`src/rtl/axi4_decerr_slave.sv`:
```
// Default slave behind the address decoder: completes every routed AXI4 burst
// with DECERR and keeps a small error log for the system-register block.
module axi4_decerr_slave #(
    parameter int ADDR_WIDTH = 32,
    parameter int ID_WIDTH   = 4,
    parameter int DATA_WIDTH = 64,
    parameter int CNT_WIDTH  = 16
) (
    input  logic                  aclk,
    input  logic                  aresetn,
    input  logic [ID_WIDTH-1:0]   awid,
    input  logic [ADDR_WIDTH-1:0] awaddr,
    input  logic                  awvalid,
    output logic                  awready,
    input  logic [DATA_WIDTH-1:0] wdata,
    input  logic                  wlast,
    input  logic                  wvalid,
    output logic                  wready,
    output logic [ID_WIDTH-1:0]   bid,
    output logic [1:0]            bresp,
    output logic                  bvalid,
    input  logic                  bready,
    input  logic [ID_WIDTH-1:0]   arid,
    input  logic [ADDR_WIDTH-1:0] araddr,
    input  logic [7:0]            arlen,
    input  logic                  arvalid,
    output logic                  arready,
    output logic [ID_WIDTH-1:0]   rid,
    output logic [DATA_WIDTH-1:0] rdata,
    output logic [1:0]            rresp,
    output logic                  rlast,
    output logic                  rvalid,
    input  logic                  rready,
    input  logic                  err_clear,
    output logic [CNT_WIDTH-1:0]  err_count,
    output logic [ADDR_WIDTH-1:0] err_addr,
    output logic                  err_is_write
);

    localparam logic [1:0] RESP_DECERR = 2'b11;

    typedef enum logic [1:0] {W_IDLE, W_DATA, W_RESP} w_state_t;
    typedef enum logic {R_IDLE, R_DATA} r_state_t;

    w_state_t            w_state_reg;
    logic [ID_WIDTH-1:0] w_id_reg;
    r_state_t            r_state_reg;
    logic [7:0]          r_len_reg;
    logic [7:0]          r_cnt_reg;
    logic [7:0]          r_cnt_next;

    logic                aw_hs;
    logic                ar_hs;
    logic [1:0]          err_inc;
    logic [CNT_WIDTH-1:0] err_base;
    logic [CNT_WIDTH:0]  err_sum;

    // Write data is discarded by design.
    logic unused_wdata;
    assign unused_wdata = ^wdata;

    assign rdata      = '0;
    assign aw_hs      = awvalid & awready;
    assign ar_hs      = arvalid & arready;
    assign r_cnt_next = r_cnt_reg + 8'd1;

    always_ff @(posedge aclk or negedge aresetn) begin
        if (!aresetn) begin
            w_state_reg <= W_IDLE;
            w_id_reg    <= '0;
            awready     <= 1'b0;
            wready      <= 1'b0;
            bvalid      <= 1'b0;
            bid         <= '0;
            bresp       <= 2'b00;
        end else begin
            case (w_state_reg)
                W_IDLE: begin
                    if (aw_hs) begin
                        w_id_reg    <= awid;
                        awready     <= 1'b0;
                        wready      <= 1'b1;
                        w_state_reg <= W_DATA;
                    end else begin
                        awready <= 1'b1;
                    end
                end
                W_DATA: begin
                    if (wvalid && wlast) begin
                        wready      <= 1'b0;
                        bvalid      <= 1'b1;
                        bid         <= w_id_reg;
                        bresp       <= RESP_DECERR;
                        w_state_reg <= W_RESP;
                    end
                end
                W_RESP: begin
                    if (bready) begin
                        bvalid      <= 1'b0;
                        bresp       <= 2'b00;
                        awready     <= 1'b1;
                        w_state_reg <= W_IDLE;
                    end
                end
                default: w_state_reg <= W_IDLE;
            endcase
        end
    end

    always_ff @(posedge aclk or negedge aresetn) begin
        if (!aresetn) begin
            r_state_reg <= R_IDLE;
            r_len_reg   <= '0;
            r_cnt_reg   <= '0;
            arready     <= 1'b0;
            rvalid      <= 1'b0;
            rlast       <= 1'b0;
            rid         <= '0;
            rresp       <= 2'b00;
        end else begin
            case (r_state_reg)
                R_IDLE: begin
                    if (ar_hs) begin
                        rid         <= arid;
                        r_len_reg   <= arlen;
                        r_cnt_reg   <= '0;
                        arready     <= 1'b0;
                        rvalid      <= 1'b1;
                        rresp       <= RESP_DECERR;
                        rlast       <= (arlen == 8'd0);
                        r_state_reg <= R_DATA;
                    end else begin
                        arready <= 1'b1;
                    end
                end
                R_DATA: begin
                    if (rready) begin
                        if (rlast) begin
                            rvalid      <= 1'b0;
                            rlast       <= 1'b0;
                            rresp       <= 2'b00;
                            arready     <= 1'b1;
                            r_state_reg <= R_IDLE;
                        end else begin
                            r_cnt_reg <= r_cnt_next;
                            rlast     <= (r_cnt_next == r_len_reg);
                        end
                    end
                end
                default: r_state_reg <= R_IDLE;
            endcase
        end
    end

    // Clear takes effect before this cycle's increment.
    assign err_inc  = {1'b0, aw_hs} + {1'b0, ar_hs};
    assign err_base = err_clear ? '0 : err_count;
    assign err_sum  = {1'b0, err_base} + {{(CNT_WIDTH-1){1'b0}}, err_inc};

    always_ff @(posedge aclk or negedge aresetn) begin
        if (!aresetn) begin
            err_count    <= '0;
            err_addr     <= '0;
            err_is_write <= 1'b0;
        end else begin
            err_count <= err_sum[CNT_WIDTH] ? {CNT_WIDTH{1'b1}} : err_sum[CNT_WIDTH-1:0];
            if (aw_hs) begin
                err_addr     <= awaddr;
                err_is_write <= 1'b1;
            end else if (ar_hs) begin
                err_addr     <= araddr;
                err_is_write <= 1'b0;
            end else if (err_clear) begin
                err_addr     <= '0;
                err_is_write <= 1'b0;
            end
        end
    end

endmodule

```
`config.mk`:
```
export PLATFORM = sky130hd
export DESIGN_NAME = axi4_decerr_slave
export DESIGN_NICKNAME = d
export VERILOG_FILES = /design/src/rtl/axi4_decerr_slave.sv
export SDC_FILE = /design/constraint.sdc
export NUM_CORES = 1
export LEC_CHECK = 0
export CAP_MARGIN = 20
export CORE_ASPECT_RATIO = 0.7
export CORE_UTILIZATION = 41
export DETAILED_ROUTE_END_ITERATION = 8
export PLACE_DENSITY = 0.9
export SYNTH_ARGS = -nofsm -noshare
export SYNTH_HDL_FRONTEND = slang
export SYNTH_SLANG_ARGS = --single-unit
```
`constraint.sdc`:
```
create_clock -name aclk -period 3.6 [get_ports aclk]
set_input_delay 0.72 -clock aclk [delete_from_list [all_inputs] [get_ports aclk]]
set_output_delay 0.72 -clock aclk [all_outputs]
set_load 0.01 [all_outputs]
```
==> run summary, run 1 <==
outcome: complete, no violations
GR Overflow Total: 0
routability cong.: 0.8409
DIE HEIGHT: 91.92 µm
Power Density: 619.7 mW/mm²
Mapped Cells: 489
Crit Reg-Reg Startpoint: arready
final hold vios: 0
detailed placement HPWL: 8.237 mm
Crit. End Element: register
IO Count: 284
post-CTS setup buffer count: 0
clock network power share: 0.247
setup TNS: 0 ps
Final Cycle Share: 0.7637
gr usage total: 0.1935
Top reg by flops: err_addr
Async S/R FF share, synth: 1.000
relative slew slack: 0.4606
Gate power share: 0.374
Power, Total: 4.006 mW
ANT nets after route: 0
drt pass-1 iters: 6
vias in the first global route: 3775
Via Count: 3867
Arr. time, crit path: 3000 ps
FF-to-FF path depth: 8
Port Buf Inserts: 155
clock root buffer: clkbuf_16
CTS hold repair buffers: 0
CP Launch Type: primary input
clock tree buffer depth: 2
maxcap violations: 0
Nets: 785
FMAX: 363.7 MHz
RSZ-0062 raised after global routing: false
Peak VDD IR: 449.5 µV
sequential power share: 0.379
H-tree depth: 3
R2R Path End: err_count[9]
flop and latch count out of synthesis: 86
most frequent CP cell: nand2_1
DR iter-0 viols: 139
sequential fraction of the synthesis area: 0.4544
TritonCTS Buffers: 9
num rows: 32
clock slew at reported path FFs: 60 ps
slew at the pin with the worst max-slew slack: 803.0 ps
antenna violations before repair: 1
Largest register FFs: 32
largest net degree at the start of global routing: 87
Top delay family on crit path: simple AND/OR/NAND/NOR gates
Min-Delay Path Class: primary input to asynchronous set/reset pin
chip width: 130.5 µm
cts repair resizes: 0
global-route wire length before repair: 18.13 mm
drt drc: 0
leakage: 2.733 nW
crit path max fanout: 15
most frequent cells in the layout: clkdlybuf4s50_1, dfrtp_1, conb_1, nand2_1, a21oi_1
Post-synth EDFFs: 0
number of synthesis warnings: 0
WL/cell: 14.45 µm
CTS sink cnt: 86
Starting Density: 0.4255
setup violators final: 0
commonest non-fill, non-tap cell in the layout: clkdlybuf4s50_1
share of layout cells above drive strength 1: 0.07413
Int Pwr: 2.710 mW
TritonCTS clock tree: yes
core area: 0.01113 mm²
Avg Inst Size Synth: 9.685 µm²
minimum clock period: 2749 ps
sw frac: 0.3235
CP max-delay cell: clkdlybuf4s50_1
final setup skew: 7.068 ps
top flop regs: err_addr (32), err_count (16)
die area: 0.01199 mm²
CP cell instances: clkdlybuf4s50_1 -> nand2_1 -> clkinv_1 -> fa_1 -> ha_1 -> nand2_1 -> nor4_4 -> nand3_2 -> o21ai_1
CP Depth: 9
Worst R2R Setup Slack: 1300 ps
worst skew pair latency: 330 ps
Post-Syn Area: 0.004736 mm²
Antenna diodes: 0
CP Buf/Inv Count: 2
max incr delay on CP: 480 ps
WP data required: 3850 ps
net switching power: 1.296 mW
Post-synth top flop: dfrtp_1
Via density: 4.914
fin. max-slew vios: 0
WL final: 11.37 mm
Distinct cells, synth: 47
Setup Crit Path Kind: primary input to register
Layout area overhead: 36.51%
layout make-up:
type                            instances  area (µm²)
Sequential cell                        86        2152
Multi-Input combinational cell        365        2176
Clock inverter                          3       67.56
Tap cell                              153       191.4
Fill cell                             970        4666
Inverter                                7       26.28
Timing Repair Buffer                  160        1602
Clock buffer                           13       250.2
power by group through the flow:
stage / combinational, mW / sequential, mW / clock [mW]
global placement: 1.45 / 1.50 / 0
CTS: 1.51 / 1.52 / 1.02
finish: 1.50 / 1.52 / 0.991
detailed placement: 1.50 / 1.53 / 0
global route: 1.64 / 1.56 / 1.07
floorplan: 0.830 / 1.55 / 0
worst reg2reg max path: stages, from the launching register on:
cell	delay, ps
dfrtp_1	380
nand2_1	150
inv_2	110
fa_1	230
ha_1	240
nand2_1	140
nor4_4	420
nand3_2	360
o21ai_1	200
logic make-up (layout without fill, tap and decap cells):
group                      Yosys count  count (layout)  synth area share
buffers and inverters              101             183            0.1361
and+or+nand+nor                    144             144            0.1736
DFF                                 86              86            0.4544
adders and majority gates            4               4           0.01162
xor gates and xnor gates            25              25           0.05178
other                                1              64         0.0007918
muxes                               19              19           0.04518
AOI/OAI and AO/OA                  109             109            0.1266
Yosys cell counts (all sizes together), types with 2 or more instances:
cell	n	area [µm²]
nor4	4	40.04
a21oi	38	190.2
mux2	19	214.0
nor2b	8	50.05
a31oi	4	25.02
o31ai	2	15.01
buf	76	550.5
clkbuf	18	67.56
xor2	12	112.6
nor3	4	20.02
xnor2	13	132.6
nor2	12	52.55
o21ai	56	280.3
and3	4	25.02
nand4b	2	32.53
a2111oi	2	30.03
nand3	11	60.06
nand3b	3	35.03
dfrtp	86	2152
nand2b	4	25.02
a21o	2	15.01
nor3b	33	247.7
ha	2	25.02
nand2	57	214.0
inv	7	26.27
worst max path at each step:
stage	startpoint	to	slack, ps
4_1_cts	arvalid	err_count[9]	840
2_1_floorplan	arvalid	err_count[11]	720
3_5_place_dp	arvalid	err_count[9]	460
3_3_place_gp	arvalid	err_count[12]	580
5_1_grt	awvalid	err_count[9]	650
6_report	awvalid	err_count[9]	850
metrics by stage:
step           hold WS (ps)  cells  setup WS [ps]  utilization  cell area, µm²
2_1_floorplan         424.4    552          720.2            -            4972
3_3_place_gp          464.4    770          580.4       0.5498            6120
3_5_place_dp          469.3    770          457.7       0.5498            6120
4_1_cts               489.0    786          844.5       0.5784            6437
5_1_grt               319.0    787          646.0       0.5808            6465
6_report              309.3    787          850.7       0.5808            6465
per-layer routing:
metal | routed length, µm | vias up | GRT usage
li1 | - | 1816 | -
met1 | 4873 | 1892 | 0.2442
met2 | 5552 | 143 | 0.3249
met3 | 827 | 14 | 0.05543
met4 | 104 | 2 | 0.04789
met5 | 13 | - | 0
Note: power is estimated with default switching activity, not from simulation.
==> inputs of run 2 (changes only) <==
Settings changed: CORE_UTILIZATION 41 to 38, PLACE_DENSITY 0.9 to 0.84.
Clock period 3.6 ns to 2.85 ns, I/O delays scaled along.
==> run 2 against run 1 <==
Net effect: utilization fell by 3.5 points; die area is 7.7% higher; clock power is 27% higher; sequential power rose by 26%; non-clock buffer count increased by 5; worst setup slack lost 520 ps; via count decreased by 1.2%; combinational power rose by 27%; critical endpoint is now err_count[12].
==> run summary, run 2 (synthesis results as in run 1) <==
WP data required: 3110 ps
Setup Crit Path Kind: primary input to register
Finished Cell Area: 0.006513 mm²
Power Density: 781.1 mW/mm²
clock root buffer: clkbuf_16
largest net degree at the start of global routing: 87
gr usage total: 0.1821
global-route wire length before repair: 18.16 mm
worst skew pair latency: 340 ps
CP Buf/Inv Count: 2
Int Pwr: 3.434 mW
vias in the first global route: 3751
Port Buf Inserts: 155
clock slew at reported path FFs: 60 ps
final hold vios: 0
CTS sink cnt: 86
WL final: 11.36 mm
Starting Density: 0.3969
IO Count: 284
commonest non-fill, non-tap cell in the layout: clkdlybuf4s50_1
Top reg by flops: err_addr
Min-Delay Path Class: primary input to asynchronous set/reset pin
CP cell instances: clkdlybuf4s50_1 -> nand2_1 -> inv_2 -> fa_1 -> ha_1 -> nand2_1 -> nor4_4 -> nand3_2 -> o21ai_1
max incr delay on CP: 460 ps
setup violators final: 0
Top delay family on crit path: simple AND/OR/NAND/NOR gates
Gate power share: 0.376
Fill cells: 1027
ANT nets after route: 0
crit path max fanout: 15
net switching power: 1.653 mW
detailed placement HPWL: 8.228 mm
sw frac: 0.3249
sequential power share: 0.375
cts repair resizes: 0
Layout area overhead: 37.52%
outcome: complete, no violations
fin. max-slew vios: 0
final setup skew: 5.843 ps
Antenna diodes: 0
share of layout cells above drive strength 1: 0.08621
die area: 0.01292 mm²
post-CTS setup buffer count: 0
TritonCTS Buffers: 9
most frequent CP cell: nand2_1
Via density: 4.805
drt drc: 0
pre-CTS WS: -40.29 ps
Nets: 790
RSZ-0062 raised after global routing: false
clock network power share: 0.248
Peak VDD IR: 606.0 µV
FMAX: 397.2 MHz
Via Count: 3820
H-tree depth: 3
core area: 0.01193 mm²
CP Launch Type: primary input
DR iter-0 viols: 114
DIE HEIGHT: 95.40 µm
Final Cycle Share: 0.8833
minimum clock period: 2517 ps
top flop regs: err_addr (32), err_count (16)
leakage: 2.762 nW
antenna violations before repair: 0
num rows: 33
Placed Area: 0.006162 mm²
chip width: 135.4 µm
CP max-delay cell: clkdlybuf4s50_1
Arr. time, crit path: 2770 ps
slew at the pin with the worst max-slew slack: 661.7 ps
most frequent cells in the layout: clkdlybuf4s50_1, dfrtp_1, conb_1, nand2_1, a21oi_1
TritonCTS clock tree: yes
Setup WS post-layout: 332.6 ps
clock tree buffer depth: 2
Crit. End Element: register
maxcap violations: 0
WL/cell: 14.29 µm
relative slew slack: 0.5589
routability cong.: 0.8092
GR Overflow Total: 0
Largest register FFs: 32
drt pass-1 iters: 4
CTS hold repair buffers: 0
## run 2: path summary, 6_finish.rpt
path	to	from	slack (ps)	depth (start not counted)
min reg2reg	rid[0]	rid[0]	490	1
min	bid[3]	aresetn	100	1
max	err_count[12]	arvalid	330	9
min in group aclk	rid[0]	rid[0]	490	1
max reg2reg	err_count[12]	arready	630	8
max in group asynchronous	err_addr[9]	aresetn	2140	2
## run 2: final cells by class
type	instances	area [µm²]	share of cell area
multi-input combinational	365	2176	0.3341
sequential	86	2152	0.3305
timing repair buffer	165	1639	0.2517
clock buffer	10	239.0	0.03670
tap	157	196.4	0.03016
clock inverter	5	83.83	0.01287
inverter	7	26.28	0.004035
## run 2: metrics by stage
step / TNS [ps] / utilization / power (mW) / instances / hold WS [ps]
after global placement: 0 / 0.5164 / 3.754 / 779 / 462.8
after global routing: 0 / 0.5458 / 5.419 / 795 / 93.84
final: 0 / 0.5458 / 5.087 / 795 / 96.27
after detailed placement: -170.1 / 0.5164 / 3.851 / 779 / 483.4
after floorplan: 0 / - / 3.004 / 552 / 274.4
after CTS: 0 / 0.5435 / 5.148 / 794 / 483.8
## run 2: power by group through the flow
stage	registers, mW	clock network [mW]	logic [mW]
finish	1.91	1.26	1.91
detailed placement	1.93	0	1.92
CTS	1.91	1.31	1.93
global route	1.96	1.37	2.09
floorplan	1.96	0	1.05
global placement	1.90	0	1.85
## run 2: per-layer routing
metal / track usage / vias to the layer above / part of all wire
met2: 0.3009 / 113 / 0.47
li1: - / 1826 / -
met5: 0 / - / 0
met4: 0.05712 / 0 / 0.016
met1: 0.2299 / 1865 / 0.45
met3: 0.05423 / 16 / 0.064
==> inputs of run 3 (changes only) <==
Settings changed: ABC_AREA from default to 1, PLACE_DENSITY 0.84 to 0.85.
Clock period 2.85 ns to 2.7 ns, I/O delays scaled along.
==> run 3 against run 2 <==
Net effect: cell count is 12% higher; critical endpoint is now err_count[9]; area after synthesis is 2.4% lower; wire length is 6.0% higher.
==> run summary, run 3 <==
outcome: complete, no violations
WL final: 12.04 mm
Final Cycle Share: 0.9203
Peak VDD IR: 473.0 µV
minimum clock period: 2485 ps
most numerous cell in the Yosys netlist: nand2_1
WP data required: 2890 ps
antenna violations before repair: 0
num rows: 33
share of layout cells above drive strength 1: 0.06920
CP cell instances: clkdlybuf4s50_1 -> nand2_1 -> clkinv_1 -> fa_1 -> ha_1 -> nand2_1 -> nor2_4 -> nand4_2 -> nor2_2 -> nand2_2 -> nor2_4 -> nand3_2 -> nand3_1
largest net degree at the start of global routing: 45
FMAX: 402.4 MHz
CP Buf/Inv Count: 2
Layout area overhead: 39.80%
Int Pwr: 3.511 mW
drt drc: 0
Async S/R FF share, synth: 1.000
Antenna diodes: 0
WL/cell: 13.46 µm
core area: 0.01177 mm²
fin util: 0.5494
Power Density: 829.5 mW/mm²
Top reg by flops: err_addr
final setup skew: 7.311 ps
ANT nets after route: 0
commonest non-fill, non-tap cell in the layout: nand2_1
top cells by count, synth: nand2_1, dfrtp_1, nand3_1
routability cong.: 0.8025
Nets: 888
Arr. time, crit path: 2680 ps
clock slew at reported path FFs: 60 ps
flop and latch count out of synthesis: 86
crit path max fanout: 15
Port Buf Inserts: 155
sw frac: 0.3453
TritonCTS clock tree: yes
top flop regs: err_addr (32), err_count (16)
CP startpoint: arvalid
Crit. End Element: register
hold slack: 89.52 ps
CP max-delay cell: fa_1
DIE HEIGHT: 94.30 µm
GR Overflow Total: 0
Distinct cells, synth: 35
Largest register FFs: 32
H-tree depth: 3
Mapped Cells: 574
DR iter-0 viols: 157
max incr delay on CP: 460 ps
largest cells by area after synthesis: dfrtp_1, nand2_1, buf_4, nand3_1, inv_1
detailed placement HPWL: 8.736 mm
net switching power: 1.852 mW
final hold vios: 0
Via Count: 4129
drt pass-1 iters: 4
Starting Density: 0.3930
sequential fraction of the synthesis area: 0.4654
global-route wire length before repair: 18.64 mm
maxcap violations: 0
chip width: 133.9 µm
Post-synth top flop: dfrtp_1
CP Launch Type: primary input
R2R Path End: err_count[9]
RSZ-0062 raised after global routing: false
CP Depth: 13
Post-synth EDFFs: 0
setup violators final: 0
Worst R2R Setup Slack: 430 ps
Setup Crit Path Kind: primary input to register
FF-to-FF path depth: 12
most frequent cells in the layout: nand2_1, clkdlybuf4s50_1, nand3_1, dfrtp_1, conb_1
Via density: 4.619
Top delay family on crit path: simple AND/OR/NAND/NOR gates
Min-Delay Path Class: primary input to asynchronous set/reset pin
CTS sink cnt: 86
cts repair resizes: 0
Avg Inst Size Synth: 8.057 µm²
fin. max-slew vios: 0
Gate power share: 0.384
gr usage total: 0.1895
IO Count: 284
Post-Syn Area: 0.004624 mm²
leakage: 3.064 nW
post-synth top area share: 0.4654
top cell type by total area after synthesis: dfrtp_1
sequential power share: 0.371
Crit Reg-Reg Startpoint: awready
vias in the first global route: 3777
clock root buffer: clkbuf_16
number of synthesis warnings: 0
clock network power share: 0.245
CTS hold repair buffers: 0
die area: 0.01262 mm²
worst skew pair latency: 330 ps
clock tree buffer depth: 2
CP endpoint: err_count[9]
TritonCTS Buffers: 9
post-CTS setup buffer count: 0
==> run 3: changes by cell type after synthesis, sizes merged, moves of 10 or more <==
cell,change
inv,+37
o21ai,-37
nor3b,-33
mux2,-18
nand2,+104
a22oi,+15
nand3,+76
a21oi,-31
xnor2,-12
nor2,+27
xor2,-10
==> run 3: power by group through the flow <==
stage | clock, mW | combinational [mW] | sequential [mW]
6_report | 1.31 | 2.06 | 1.99
5_1_grt | 1.40 | 2.28 | 2.05
4_1_cts | 1.35 | 2.07 | 1.99
3_5_place_dp | 0 | 2.07 | 2.01
3_3_place_gp | 0 | 2.01 | 1.99
2_1_floorplan | 0 | 0.995 | 2.09
==> run 3: stage by stage <==
stage,cell area [µm²],std cells,setup slack [ps],total power [mW],setup TNS (ps)
after detailed placement,6150,878,-126.6,4.078,-1601
after CTS,6465,894,212.7,5.420,0
after global routing,6465,894,60.92,5.721,0
after global placement,6150,878,-79.10,3.998,-838.1
after floorplan,4861,637,39.58,3.083,0
final,6465,894,215.1,5.363,0
==> run 3: cells by family after synthesis <==
family | share of synthesized area
muxes | 0.002435
adders and majority gates | 0.009740
buffers and inverters | 0.1659
xor gates and xnor gates | 0.005683
DFF | 0.4654
other | 0.0008109
and+or+nand+nor | 0.2876
AOI/OAI and AO/OA | 0.06250
==> run 3: worst min path at each step <==
stage	from	to	slack, ps
2_1_floorplan	aresetn	arready	240
3_3_place_gp	aresetn	bid[2]	450
3_5_place_dp	aresetn	bid[2]	450
4_1_cts	aresetn	w_state_reg[0]	80
5_1_grt	aresetn	bid[2]	90
6_report	aresetn	w_state_reg[0]	90
==> run 3: cell type report <==
type                       instances  area [µm²]
fill                            1069        5303
sequential                        86        2152
multi-input combinational        419        1948
timing repair buffer             168        1672
clock buffer                      10       229.0
tap                              157       196.4
inverter                          48       181.4
clock inverter                     6       86.33
==> run 3: worst register-to-register path: cells and delay by family, from the launching register on <==
| family | cells | cell delay, ps |
|---|---|---|
| flops | 1 | 390 |
| buf+inv | 1 | 110 |
| simple gates | 9 | 930 |
| fa+ha+maj | 2 | 710 |
==> run 3: routing by layer <==
metal | up-vias | GRT usage | part of all wire
li1 | 2037 | - | -
met4 | 0 | 0.06061 | 0.013
met3 | 15 | 0.04477 | 0.074
met5 | - | 0 | 0
met1 | 1928 | 0.2449 | 0.45
met2 | 149 | 0.3130 | 0.47
